$ cat src/rtl/hex_ascii_serializer.sv
// hex_ascii_serializer: streams a WIDTH-bit word as ASCII hex digits, most significant first,
// with optional leading-zero suppression, lower-case letters and a CR/LF terminator.
module hex_ascii_serializer #(
  parameter int WIDTH   = 16,
  parameter bit TERM_EN = 1'b1
) (
  input  logic             clk,
  input  logic             rst,
  input  logic             in_valid_i,
  output logic             in_ready_o,
  input  logic [WIDTH-1:0] in_data_i,
  input  logic             in_lower_i,
  input  logic             in_suppress_i,
  output logic             out_valid_o,
  input  logic             out_ready_i,
  output logic [7:0]       out_char_o,
  output logic             out_last_o
);
  localparam int NIB = WIDTH / 4;
  localparam int IW  = NIB > 1 ? $clog2(NIB) : 1;

  typedef enum logic [1:0] {IDLE, DIGIT, CR, LF} state_t;

  state_t           state_q;
  logic [WIDTH-1:0] data_q;
  logic             lower_q;
  logic [IW-1:0]    idx_q;
  logic [7:0]       char_q;
  logic             valid_q;
  logic             last_q;
  logic [IW-1:0]    top;
  logic [IW-1:0]    start_idx;
  logic [IW-1:0]    nxt_idx;
  logic [3:0]       start_nib;
  logic [3:0]       nxt_nib;

  if (WIDTH % 4 != 0 || WIDTH < 4) begin : g_width_check
    $error("hex_ascii_serializer: WIDTH must be a multiple of 4 and at least 4");
  end

  function automatic logic [7:0] ascii(input logic [3:0] n, input logic lower);
    return n < 4'd10 ? 8'h30 + {4'h0, n} : (lower ? 8'h57 : 8'h37) + {4'h0, n};
  endfunction

  // Highest nonzero nibble; an all-zero word leaves index 0 so one '0' is still sent.
  always_comb begin
    top = '0;
    for (int i = 0; i < NIB; i++) top = in_data_i[4*i +: 4] != 4'h0 ? IW'(i) : top;
  end

  assign start_idx   = in_suppress_i ? top : IW'(NIB - 1);
  assign nxt_idx     = idx_q - IW'(1);
  assign start_nib   = 4'(in_data_i >> {start_idx, 2'b00});
  assign nxt_nib     = 4'(data_q >> {nxt_idx, 2'b00});
  assign in_ready_o  = state_q == IDLE && !rst;
  assign out_valid_o = valid_q;
  assign out_char_o  = char_q;
  assign out_last_o  = last_q;

  always_ff @(posedge clk) begin
    if (rst) begin
      state_q <= IDLE;
      valid_q <= 1'b0;
      char_q  <= 8'h00;
      last_q  <= 1'b0;
    end else begin
      case (state_q)
        IDLE: if (in_valid_i) begin
          data_q  <= in_data_i;
          lower_q <= in_lower_i;
          idx_q   <= start_idx;
          state_q <= DIGIT;
          valid_q <= 1'b1;
          char_q  <= ascii(start_nib, in_lower_i);
          last_q  <= !TERM_EN && start_idx == '0;
        end
        DIGIT: if (out_ready_i) begin
          if (idx_q != '0) begin
            idx_q  <= nxt_idx;
            char_q <= ascii(nxt_nib, lower_q);
            last_q <= !TERM_EN && idx_q == IW'(1);
          end else if (TERM_EN) begin
            state_q <= CR;
            char_q  <= 8'h0D;
            last_q  <= 1'b0;
          end else begin
            state_q <= IDLE;
            valid_q <= 1'b0;
            char_q  <= 8'h00;
            last_q  <= 1'b0;
          end
        end
        CR: if (out_ready_i) begin
          state_q <= LF;
          char_q  <= 8'h0A;
          last_q  <= 1'b1;
        end
        LF: if (out_ready_i) begin
          state_q <= IDLE;
          valid_q <= 1'b0;
          char_q  <= 8'h00;
          last_q  <= 1'b0;
        end
        default: state_q <= IDLE;
      endcase
    end
  end
endmodule
$ cat config.mk
export PLATFORM = sky130hd
export DESIGN_NAME = hex_ascii_serializer
export DESIGN_NICKNAME = d
export VERILOG_FILES = /design/src/rtl/hex_ascii_serializer.sv
export SDC_FILE = /design/constraint.sdc
export NUM_CORES = 1
export LEC_CHECK = 0
export BUFFER_PORTS_ARGS = -buffer_cell sky130_fd_sc_hd__buf_2
export CAP_MARGIN = 20
export CORE_ASPECT_RATIO = 1.25
export CORE_UTILIZATION = 50
export CTS_BUF_LIST = sky130_fd_sc_hd__clkbuf_8
export DETAILED_ROUTE_END_ITERATION = 6
export PLACE_DENSITY_LB_ADDON = 0.3
export SETUP_SLACK_MARGIN = 0.05
export SLEW_MARGIN = 15
export SYNTH_ARGS = -nofsm -noshare
export SYNTH_HDL_FRONTEND = slang
export SYNTH_SLANG_ARGS = --single-unit
$ cat constraint.sdc
create_clock -name clk -period 7.9 [get_ports clk]
set_input_delay 1.185 -clock clk [delete_from_list [all_inputs] [get_ports clk]]
set_output_delay 1.185 -clock clk [all_outputs]
set_load 0.005 [all_outputs]
==> impl_metrics.yaml <==
hold_path:
  hold_path.class: "reg -> reg"
  hold_path_depth: 2
finish:
  area_growth_pct: 15.0
  fillers: 267
  antennaDiodeCount: 0
  fin_nets: 224
  drive_gt1_share_pct: 24.0
  utilization_pct: 59.9
detailed_routing:
  top_layer: "met4"
  drt_iter0_markers: 57
  ant_nets: 0
  m1WireLength_um: 1420
  wl_um: 3440
  wl_met3_um: 176
  routedWlPerCell_um: 14.8
  num_vias: 1384
  drc: 0
  wl_met2_um: 1780
  viasPerCell: 5.94
  first_pass_iters: 5
clocking:
  hold_buffers: 0
  clockBufferDepth: 2
  cts_setup_buffers: 0
  ctsResizeCount: 0
  cts_made_buffers: 5
  clock_latency_ps: 280
  cts.sinks: 30
  cts_tree: "done"
  clkTransAtPathRegs_ps: 70
  htreeDepth: 2
  root_buffer: "clkbuf_8"
sta:
  tightest_slew_ps: 796
  max_freq_mhz: 285
  fin_ws_ps: 4390
  hold_viol: 0
  finClkSkew_ps: 7.82
  slew_viol_final: 0
  slew_headroom_pct: 46.4
  rsz0062_at_grt: "false"
  fin_setup_tns_ps: 0
  setup_violations: 0
  period_needed_ps: 3510
  period_share_pct: 44.5
synth:
  yosysSeqAreaShare_pct: 47.5
  synth_edf_count: 19
  synth_area_um2: 1660
  synth_ff_type: "edfxtp_1"
  yosysUniqueCellTypes: 40
  ys_ff_latch: 30
  yosysWarnings: 0
  syn_nets: 193
  synth.top_cell.area_share_pct: 34.3
  syn_inst: 164
  synthArstFlopShare_pct: 0
  yosysMostFrequentCell: "nor2_1"
  synthTopCellsByArea: "edfxtp_1 34%, dfxtp_1 13%, mux4_2 5.4%"
  syn_area_per_cell_um2: 10.1
  yosysTopAreaCell: "edfxtp_1"
  synth_common_cells: "20 x nor2_1, 19 x edfxtp_1, 14 x a21oi_1"
outcome:
  status: "finished, final reports clean"
die:
  rows: 23
  fp.dieW_um: 53.6
  io_pins: 33
  die_y_um: 66.5
  core_area_um2: 3190
  die_area_um2: 3560
  initial_core_util_pct: 52.1
power_and_ir_drop:
  ir_drop_uv: 220
  power_density_nw_per_um2: 307
  leakagePower_nw: 0.764
worst_setup_path:
  worst_ep_arrival_time_ps: 3670
  cp-start-kind: "input pin"
  cp.buffers_inverters: 2
  reg2reg_depth: 11
  crit_fanout: 6
  cp_cell_sequence: "buf_2 -> or4b_1 -> or3_4 -> o32a_2 -> inv_1 -> ha_1 -> nand2_1 -> mux2_2 -> nand3_1 -> a21oi_1"
  cp-end-kind: "register"
  cp_slowest_cell: "or4b_1"
  critPathMaxStageDelay_ps: 640
  crit_family: "simple AND/OR/NAND/NOR gates"
  critical_path_depth: 10
  required_ps: 8060
  crit_type: "in -> reg"
global_route:
  grt_pass1_vias: 1281
  grt_max_degree: 18
  gr-total-overflow: 0
  grt_first_pass_wirelength_um: 5700
  antenna_found_initial: 0
  gr-usage-all-layers_pct: 22.7
placement:
  dp_hpwl_um: 2590
  numPortBuffers: 31
  gp_congestion: 0.904
  dp_slack_ps: 4150
flow_run:
  max-cap-violations: 0
-- cells by family after synthesis --
group	Yosys count	synth area share, %
flip-flops	30	47.5
XOR/XNOR	2	1.05
AND/OR/NAND/NOR	56	17.3
adder cells (fa/ha/maj)	7	5.26
AO/OA/AOI/OAI	45	18.1
buffers and inverters	18	4.44
multiplexers	5	6.09
other	1	0.225
-- state kept, by name (all words and copies together) (netlist names) --
register,count
state_q,2
lower_q,1
idx_q,2
out_last_o,1
out_valid_o,1
data_q,16
out_char_o,7
-- per-stage QoR --
stage                     power, W  area [µm²]  std cells  hold WS (ps)
final                     0.000587        1910        233           450
after global routing      0.000631        1910        233           478
after CTS                 0.000589        1910        233           452
after detailed placement  0.000475        1830        225           443
after global placement    0.000467        1830        225           438
after floorplan           0.000404        1660        164           453
-- cell usage in the layout, fill, tap and decap left out, types with 2 or more instances in the layout --
cell,n
nor4_1,2
nand2_1,13
buf_2,31
nand3_1,2
o21ai_0,7
nor3_1,4
inv_1,12
o32a_2,2
o21ai_1,2
a21o_1,2
nor2_1,20
a311oi_1,2
clkbuf_8,5
edfxtp_1,19
nor4b_1,6
mux4_2,4
dfxtp_1,11
o211ai_1,3
xnor2_1,2
and2_1,2
a211oi_1,4
a2bb2oi_1,2
ha_1,7
nor3b_1,2
a21oi_1,14
-- layer usage --
| metal | global-route usage, % | up-vias |
|---|---|---|
| met1 | 24.9 | 646 |
| met3 | 5.48 | 9 |
| li1 | - | 673 |
| met4 | 8.88 | 0 |
| met2 | 40.8 | 56 |
| met5 | 0 | - |
-- where the power goes --
| group | internal [W] | total (W) | switching (W) |
|---|---|---|---|
| Sequential | 0.000208 | 0.000227 | 0.0000188 |
| Combinational | 0.000101 | 0.000246 | 0.000145 |
| Clock | 0.0000590 | 0.000114 | 0.0000552 |
| Total | 0.000369 | 0.000587 | 0.000219 |
-- final timing paths --
check                     start            end  slack (ps)
setup / recovery  in_data_i[14]  out_char_o[2]        4390
hold / removal       out_last_o     out_last_o         450
hold reg to reg      out_last_o     out_last_o         450
setup reg to reg       idx_q[0]  out_char_o[2]        5280
-- cell type report --
type / instances / area, µm² / share of cell area, %
Tap cell: 37 / 46.3 / 2.42
Timing Repair Buffer: 31 / 155 / 8.10
Clock buffer: 5 / 68.8 / 3.59
Clock inverter: 3 / 12.5 / 0.654
Inverter: 11 / 41.3 / 2.16
Sequential cell: 30 / 791 / 41.3
Multi-Input combinational cell: 116 / 800 / 41.8
-- tightest hold or removal path, delay by kind of cell, from the launching register on --
family | cells | cell delay, ps
compound gates | 1 | 50
simple gates | 1 | 50
flops | 1 | 310
No activity file was read; power rests on OpenSTA's default activity.
